`src/rtl/inst_fetch_queue_if.sv`:
```
// Fetch-queue bus bundle: redirect request, i$ request/return channel and decode-side head port.
// master is the fetch queue itself; slave is the i$/decode/redirect environment.
interface inst_fetch_queue_if;
  logic        redirect;
  logic [31:0] redirect_pc;
  logic [31:0] ibus_addr;
  logic        ibus_read;
  logic        ibus_flush_1;
  logic        ibus_flush_2;
  logic        ibus_flush_3;
  logic        ibus_stall;
  logic        ibus_ready;
  logic [31:0] ibus_rddata;
  logic        ibus_rddata_vld;
  logic        inst_valid;
  logic [31:0] inst;
  logic [31:0] inst_pc;
  logic        inst_ready;

  modport master (
    input  redirect, redirect_pc, ibus_stall, ibus_ready, ibus_rddata, ibus_rddata_vld,
           inst_ready,
    output ibus_addr, ibus_read, ibus_flush_1, ibus_flush_2, ibus_flush_3, inst_valid, inst,
           inst_pc
  );

  modport slave (
    output redirect, redirect_pc, ibus_stall, ibus_ready, ibus_rddata, ibus_rddata_vld,
           inst_ready,
    input  ibus_addr, ibus_read, ibus_flush_1, ibus_flush_2, ibus_flush_3, inst_valid, inst,
           inst_pc
  );
endinterface

```
`src/rtl/inst_fetch_queue.sv`:
```
// Instruction fetch queue: pre-allocates a slot per i$ request so in-order returns always fit,
// and presents the oldest returned instruction to decode.
module inst_fetch_queue #(
  parameter int unsigned DEPTH     = 8,
  parameter logic [31:0] BOOT_ADDR = 32'hbfc00000
) (
  input logic                clk,
  input logic                rst_n,
  inst_fetch_queue_if.master bus
);

  localparam int unsigned PW = $clog2(DEPTH);
  localparam int unsigned CW = PW + 1;
  localparam logic [CW-1:0] FullCnt = CW'(DEPTH);

  logic [31:0]   pc_q, pc_d;
  logic [PW-1:0] head_q, head_d;
  logic [PW-1:0] fill_q, fill_d;
  logic [PW-1:0] alloc_q, alloc_d;
  logic [CW-1:0] alloc_cnt_q, alloc_cnt_d;
  logic [CW-1:0] fill_cnt_q, fill_cnt_d;
  logic          started_q;

  logic [31:0] pc_mem   [DEPTH];
  logic [31:0] data_mem [DEPTH];

  logic issue_ok;
  logic flush;
  logic head_valid;
  logic accept;
  logic has_unfilled;
  logic fill_en;
  logic pop;

  always_comb begin
    // started_q keeps ibus_read and the strobes low until the first edge after reset release.
    issue_ok          = started_q && bus.ibus_ready && (alloc_cnt_q < FullCnt);
    bus.ibus_read     = issue_ok && !bus.redirect;
    bus.ibus_addr     = pc_q;
    flush             = started_q && bus.redirect;
    bus.ibus_flush_1  = flush;
    bus.ibus_flush_2  = flush;
    bus.ibus_flush_3  = flush;
    head_valid        = (fill_cnt_q != '0);
    bus.inst_valid    = head_valid;
    bus.inst          = data_mem[head_q];
    bus.inst_pc       = pc_mem[head_q];

    accept       = issue_ok && !bus.redirect && !bus.ibus_stall;
    has_unfilled = (alloc_cnt_q != fill_cnt_q);
    fill_en      = bus.ibus_rddata_vld && !bus.redirect && has_unfilled;
    pop          = head_valid && bus.inst_ready && !bus.redirect;

    pc_d        = pc_q;
    head_d      = head_q;
    fill_d      = fill_q;
    alloc_d     = alloc_q;
    alloc_cnt_d = alloc_cnt_q;
    fill_cnt_d  = fill_cnt_q;

    if (bus.redirect) begin
      pc_d        = bus.redirect_pc;
      head_d      = '0;
      fill_d      = '0;
      alloc_d     = '0;
      alloc_cnt_d = '0;
      fill_cnt_d  = '0;
    end else begin
      if (accept) begin
        alloc_d = alloc_q + PW'(1);
        pc_d    = pc_q + 32'd4;
      end
      if (fill_en) begin
        fill_d = fill_q + PW'(1);
      end
      if (pop) begin
        head_d = head_q + PW'(1);
      end
      alloc_cnt_d = alloc_cnt_q + CW'(accept) - CW'(pop);
      fill_cnt_d  = fill_cnt_q + CW'(fill_en) - CW'(pop);
    end
  end

  always_ff @(posedge clk or negedge rst_n) begin
    if (!rst_n) begin
      pc_q        <= BOOT_ADDR;
      head_q      <= '0;
      fill_q      <= '0;
      alloc_q     <= '0;
      alloc_cnt_q <= '0;
      fill_cnt_q  <= '0;
      started_q   <= 1'b0;
    end else begin
      pc_q        <= pc_d;
      head_q      <= head_d;
      fill_q      <= fill_d;
      alloc_q     <= alloc_d;
      alloc_cnt_q <= alloc_cnt_d;
      fill_cnt_q  <= fill_cnt_d;
      started_q   <= 1'b1;
    end
  end

  // Entry storage needs no reset; only slots between head and fill are ever read as valid.
  always_ff @(posedge clk) begin
    if (accept) begin
      pc_mem[alloc_q] <= pc_q;
    end
    if (fill_en) begin
      data_mem[fill_q] <= bus.ibus_rddata;
    end
  end

`ifndef SYNTHESIS
  spurious_return_a: assert property (@(posedge clk) disable iff (!rst_n)
    (bus.ibus_rddata_vld && !bus.redirect) |-> has_unfilled)
    else $error("ibus_rddata_vld with no outstanding request");
`endif

endmodule

```
`src/flat_wrapper.sv`:
```
// flat-port wrapper written by rule: the top's interface ports become plain ports
module inst_fetch_queue_flat 
#(
  parameter int unsigned DEPTH     = 8,
  parameter logic [31:0] BOOT_ADDR = 32'hbfc00000
)
  (clk, rst_n, bus_redirect, bus_redirect_pc, bus_ibus_stall, bus_ibus_ready, bus_ibus_rddata, bus_ibus_rddata_vld, bus_inst_ready, bus_ibus_addr, bus_ibus_read, bus_ibus_flush_1, bus_ibus_flush_2, bus_ibus_flush_3, bus_inst_valid, bus_inst, bus_inst_pc);
  inst_fetch_queue_if bus_i ();
  input logic clk;
  input logic rst_n;
  input wire logic [$bits(bus_i.redirect)-1:0] bus_redirect;
  input wire logic [$bits(bus_i.redirect_pc)-1:0] bus_redirect_pc;
  input wire logic [$bits(bus_i.ibus_stall)-1:0] bus_ibus_stall;
  input wire logic [$bits(bus_i.ibus_ready)-1:0] bus_ibus_ready;
  input wire logic [$bits(bus_i.ibus_rddata)-1:0] bus_ibus_rddata;
  input wire logic [$bits(bus_i.ibus_rddata_vld)-1:0] bus_ibus_rddata_vld;
  input wire logic [$bits(bus_i.inst_ready)-1:0] bus_inst_ready;
  output wire logic [$bits(bus_i.ibus_addr)-1:0] bus_ibus_addr;
  output wire logic [$bits(bus_i.ibus_read)-1:0] bus_ibus_read;
  output wire logic [$bits(bus_i.ibus_flush_1)-1:0] bus_ibus_flush_1;
  output wire logic [$bits(bus_i.ibus_flush_2)-1:0] bus_ibus_flush_2;
  output wire logic [$bits(bus_i.ibus_flush_3)-1:0] bus_ibus_flush_3;
  output wire logic [$bits(bus_i.inst_valid)-1:0] bus_inst_valid;
  output wire logic [$bits(bus_i.inst)-1:0] bus_inst;
  output wire logic [$bits(bus_i.inst_pc)-1:0] bus_inst_pc;
  assign bus_i.redirect = bus_redirect;
  assign bus_i.redirect_pc = bus_redirect_pc;
  assign bus_i.ibus_stall = bus_ibus_stall;
  assign bus_i.ibus_ready = bus_ibus_ready;
  assign bus_i.ibus_rddata = bus_ibus_rddata;
  assign bus_i.ibus_rddata_vld = bus_ibus_rddata_vld;
  assign bus_i.inst_ready = bus_inst_ready;
  assign bus_ibus_addr = bus_i.ibus_addr;
  assign bus_ibus_read = bus_i.ibus_read;
  assign bus_ibus_flush_1 = bus_i.ibus_flush_1;
  assign bus_ibus_flush_2 = bus_i.ibus_flush_2;
  assign bus_ibus_flush_3 = bus_i.ibus_flush_3;
  assign bus_inst_valid = bus_i.inst_valid;
  assign bus_inst = bus_i.inst;
  assign bus_inst_pc = bus_i.inst_pc;
  inst_fetch_queue #(.DEPTH(DEPTH), .BOOT_ADDR(BOOT_ADDR)) u_core (.clk(clk), .rst_n(rst_n), .bus(bus_i));
endmodule
```
`config.mk`:
```
export PLATFORM = sky130hd
export DESIGN_NAME = inst_fetch_queue_flat
export DESIGN_NICKNAME = d
export VERILOG_FILES = /design/src/rtl/inst_fetch_queue_if.sv /design/src/rtl/inst_fetch_queue.sv /design/src/flat_wrapper.sv
export SDC_FILE = /design/constraint.sdc
export NUM_CORES = 1
export LEC_CHECK = 0
export CAP_MARGIN = 10
export CELL_PAD_IN_SITES_DETAIL_PLACEMENT = 1
export CELL_PAD_IN_SITES_GLOBAL_PLACEMENT = 1
export CORE_UTILIZATION = 45
export DETAILED_ROUTE_END_ITERATION = 8
export PLACE_DENSITY = 0.73
export SYNTH_ARGS = -nofsm -noshare
export SYNTH_HDL_FRONTEND = slang
export SYNTH_SLANG_ARGS = --single-unit
```
`constraint.sdc`:
```
create_clock -name clk -period 5.5 [get_ports clk]
set_input_delay 1.1 -clock clk [delete_from_list [all_inputs] [get_ports clk]]
set_output_delay 1.1 -clock clk [all_outputs]
set_load 0.01 [all_outputs]
```
Word level (Yosys, flattened, before mapping). Memory sizes are Yosys's and may differ from the RTL's. Cells that the tools add are included.

Order comparisons: 1. Add/subtract/negate cells: 8. Equal/unequal tests: 1. Reductions and logical operators: 15. Multiplexer cells: 14.

Operators with widths (count): 2-to-1 mux 32 bit (2); adder 32 x 3 -> 32 bit (second input constant) (1); 2-to-1 mux 3 bit (6); adder 3 x 1 -> 3 bit (second input constant) (3); logical AND 1 bit (9); adder 4 x 1 -> 4 bit (2); 2-to-1 mux 4 bit (2); subtractor 4 x 1 -> 4 bit (2); nonzero test 2 bit (3); less-than comparator 4 bit (second input constant) (1); 2-to-1 mux 1 bit (4); inequality test 4 bit (1); nonzero test 4 bit (1); logical NOT 1 bit (2).

Flip-flop bits (word level): 50. Bits of input ports: 71. Output and inout port bits: 101. Memories kept: 2. Bits in writable memories: 512. Word-level logic and storage cells: 48.

Memories: u_core.data_mem (words 8, width 32, read ports 1, clocked after memory_dff 0, write ports 1, RTL line inst_fetch_queue.sv:25) `logic [31:0] data_mem [DEPTH];`; u_core.pc_mem (words 8, width 32, read ports 1, clocked after memory_dff 0, write ports 1, RTL line inst_fetch_queue.sv:24) `logic [31:0] pc_mem [DEPTH];`.

Depth between registers and ports, before layout.
Depth after elaboration: 7. Depth in mapped cells: 12.

Worst setup path before layout. OpenSTA, ideal clock, no wires.

Path kind: input port to flip-flop. Start: input bus_redirect. End: memory u_core.data_mem[6][0], enable pin. Arrival time: 4.634 ns. Buffers on the path: 2. Path slack: 0.365 ns. Stages: 3. Data required time: 4.999 ns. Setup time: 0.501 ns. Cell sequence: clkbuf_1 > clkbuf_1 > nor4_1.

Word-level cells in the longest chain between the ends: 5.

Ends and longest elaborated chain: from (decl) (RTL line flat_wrapper.sv:11) `input wire logic [$bits(bus_i.redirect)-1:0] bus_redirect;`; logical NOT 1 bit (RTL line inst_fetch_queue.sv:51) `fill_en = bus.ibus_rddata_vld && !bus.redirect && has_unfilled;`; logical AND 1 bit (2 in series) (RTL line inst_fetch_queue.sv:51); 2-to-1 mux 1 bit (RTL line inst_fetch_queue.sv:109) `if (fill_en) begin`; 2-to-1 mux 1 bit (not written as such) (RTL line inst_fetch_queue.sv:110) `data_mem[fill_q] <= bus.ibus_rddata;`; to (decl) (RTL line inst_fetch_queue.sv:25).

No other way between the ends.

Final worst setup path.
Start: register u_core.head_q[0]. End: output bus_inst_pc[0].

Word-level cells in the longest chain between the ends: 1.

Ends and longest elaborated chain: from (decl) (RTL line inst_fetch_queue.sv:17) `logic [PW-1:0] head_q, head_d;`; from (signal assigned) (RTL line inst_fetch_queue.sv:87) `head_q <= '0;`; from (signal assigned) (RTL line inst_fetch_queue.sv:95) `head_q <= head_d;`; memory (8 x 32 bit); to (decl) (RTL line flat_wrapper.sv:25) `output wire logic [$bits(bus_i.inst_pc)-1:0] bus_inst_pc;`.

No other way between the ends.

==> results.sh <==
export IMPL_status="completed"
export IMPL_htreeDepth=2
export IMPL_grt_max_degree=55
export IMPL_die_area_mm2=0.05039
export IMPL_maxSlewHeadroom=0.2243
export IMPL_dpl_cell_area_mm2=0.02491
export IMPL_synth_fp_nets=1178
export IMPL_gp_congestion=0.7421
export IMPL_finalHoldViolCount=0
export IMPL_place_port_buffers=171
export IMPL_dieHeight_um=224.5
export IMPL_synth_main_ff_cell="edfxtp_1"
export IMPL_antenna_found_initial=0
export IMPL_setup_tns_ns=0
export IMPL_post_route_min_period_ns=4.442
export IMPL_row_count=81
export IMPL_rr_worst_depth=6
export IMPL_drt_vias_per_instance=5.590
export IMPL_cts_tree="built"
export IMPL_drc=0
export IMPL_ys_ff_latch=562
export IMPL_cp_end_kind="output pin"
export IMPL_period_share=0.8076
export IMPL_cp_start_kind="register"
export IMPL_cts_root_buf="clkbuf_16"
export IMPL_maxCapViolCount=0
export IMPL_p_total_uw=11780
export IMPL_syn_area_mm2=0.02227
export IMPL_post_cts_setup_buffers=0
export IMPL_path_cells="buf_12, mux4_2, mux2_2, clkdlybuf4s50_1"
export IMPL_peakVddDrop_mv=0.2825
export IMPL_yosysSeqAreaShare=0.7470
export IMPL_crit_fanout=54
export IMPL_leakagePower_uw=0.008508
export IMPL_yosysWarnings=0
export IMPL_wl_mm=51.04
export IMPL_grt_pass1_wl_mm=76.43
export IMPL_die_w_um=224.5
export IMPL_setup_violations=0
export IMPL_hold_path_depth=2
export IMPL_pre_cts_ws_ns=1.571
export IMPL_fin_ws_ns=1.058
export IMPL_ant_nets=0
export IMPL_antenna_cells=0
export IMPL_numCtsBuffers=55
export IMPL_path_depth=4
export IMPL_crit_arrival_ns=3.34
export IMPL_slowest_stage="dfrtp_4"
export IMPL_ys_types=54
export IMPL_cts_hold_buffers=0
export IMPL_synth_edf_count=512
export IMPL_dpl_hpwl_mm=30.35
export IMPL_critPathBufInv=2
export IMPL_tightest_slew_ns=1.161
export IMPL_grt_total_usage=0.2052
export IMPL_clk_latency_ns=0.63
export IMPL_drt_initial_drc_count=817
export IMPL_rsz0062_at_grt="false"
export IMPL_ios=172
export IMPL_grt_pass1_vias=12230
export IMPL_max_freq_ghz=0.2251
export IMPL_drive_above_1_share=0.2586
export IMPL_crit_required_ns=4.40
export IMPL_max_stage_delay_ns=0.81
export IMPL_synth_avg_cell_area_um2=20.40
export IMPL_clock_sinks=562
export IMPL_clk_pin_slew_ns=0.06
export IMPL_fin_area_mm2=0.02688
export IMPL_cts_resized=0
export IMPL_crit_type="register to output pin"
export IMPL_syn_inst=1092
export IMPL_finalClockSkew_ns=0.03093
export IMPL_grt_ovfl_total=0
export IMPL_drt_wirelength_per_cell_um=25.49
export IMPL_synthToLayoutAreaGrowth_pct=20.71
export IMPL_drt_pass1_iter_count=7
export IMPL_core_area_mm2=0.04885
export IMPL_power_density_mw_per_mm2=438.1
export IMPL_clk_path_buf_depth=3
export IMPL_min_path_type="register to register"
export IMPL_initial_core_util=0.4559
export IMPL_critPathTopFamily="buffers and inverters"
export IMPL_num_vias=11190
export IMPL_drv_slew=0
export IMPL_fin_nets=1379
export IMPL_fillCellCount=4368
export IMPL_async_flop_share=0.08897
==> registers in the layout, indices dropped and copies added (netlist names) <==
name and cells:
u_core.data_mem 256, u_core.head_q 3, u_core.bus.ibus_addr 32, u_core.alloc_q 3, u_core.fill_q 3, u_core.fill_cnt_q 4
u_core.pc_mem 256, u_core.alloc_cnt_q 4, u_core.started_q 1
==> worst paths after layout <==
path,from,endpoint,slack [ns]
worst min register to register,u_core.alloc_q[1],u_core.alloc_q[1],0.59
worst max-delay path,u_core.head_q[0],bus_inst_pc[0],1.06
max in group asynchronous,rst_n,u_core.head_q[2],4.26
worst min-delay path,u_core.alloc_q[1],u_core.alloc_q[1],0.59
worst max register to register,u_core.alloc_cnt_q[3],u_core.data_mem[4][1],2.60
min in group asynchronous,rst_n,u_core.bus.ibus_addr[14],0.64
==> where the power goes <==
part | internal [µW] | total (µW) | switching (µW)
combinational | 1500 | 2600 | 1100
sequential | 4870 | 5140 | 267
clock | 2420 | 4040 | 1610
total | 8790 | 11800 | 2990
==> cells in the mapped netlist (7+ instances only) <==
library cell	count	share of area
a21oi_1	7	0.0016
a31oi_1	16	0.0045
buf_2	14	0.0031
clkbuf_1	32	0.0054
dfrtp_1	41	0.046
dfstp_2	9	0.011
edfxtp_1	512	0.69
ha_1	13	0.0073
inv_1	18	0.0030
mux2_2	66	0.033
mux4_2	128	0.13
nand2_1	34	0.0057
nand3_1	16	0.0036
nor2_1	40	0.0067
nor3_1	10	0.0022
o21ai_0	16	0.0036
o31ai_1	11	0.0037
or3_1	8	0.0022
or4_1	18	0.0061
xnor2_1	12	0.0047
xor2_1	10	0.0039
==> worst reg2reg max path, delay by kind of cell (launching register included) <==
kind	cells	cell delay [ns]
XOR/XNOR	1	0.25
flip-flops	1	0.48
AND/OR/NAND/NOR	2	1.22
buffers and inverters	2	0.55
AO/OA/AOI/OAI	1	0.10
==> kinds of logic after synthesis <==
family	share of synthesized area
DFF	0.7470
muxes	0.1632
and+or+nand+nor	0.04073
buffers and inverters	0.01359
AOI/OAI and AO/OA	0.01753
xor gates and xnor gates	0.008651
adders and majority gates	0.009101
other	0.0001684
==> through the flow <==
step,instances,utilization,hold WS [ns]
floorplan,1092,-,0.5344
global placement,1900,0.5100,0.5676
detailed placement,1900,0.5100,0.5717
CTS,2002,0.5504,0.5803
global route,2002,0.5504,0.6007
finish,2002,0.5504,0.5859
==> metal layers <==
metal	part of all wire	routed length, µm	global-route usage
met3	0.050	2561	0.03632
met1	0.42	21500	0.2714
met2	0.51	25980	0.3517
met5	0	0	0
met4	0.019	991	0.05398
==> layout by cell type (no fill, tap or decap), types with 8 or more instances in the layout <==
cell             count
mux4_2             128
clkinv_2            11
or4_1               18
nor2_1              33
xnor2_1             12
xor2_1              10
nand2_1             34
o21ai_0             16
edfxtp_1           512
mux2_2              66
clkbuf_1            10
dfstp_2              9
nand3_1             16
ha_1                13
or3_1                8
clkdlybuf4s50_1    169
clkbuf_16           55
a31oi_1             16
dfrtp_1             38
buf_4               23
bufinv_16           11
o31ai_1             11
inv_1               18
==> cell type report <==
type / instances / area [µm²] / share of cell area
multi-input combinational: 458 / 5428 / 0.2019
inverter: 19 / 71.32 / 0.002653
sequential: 562 / 16650 / 0.6193
clock buffer: 69 / 1469 / 0.05464
clock inverter: 33 / 503.0 / 0.01871
tap: 664 / 830.8 / 0.03090
timing repair buffer: 197 / 1934 / 0.07195
No activity file was read; power rests on OpenSTA's default activity.
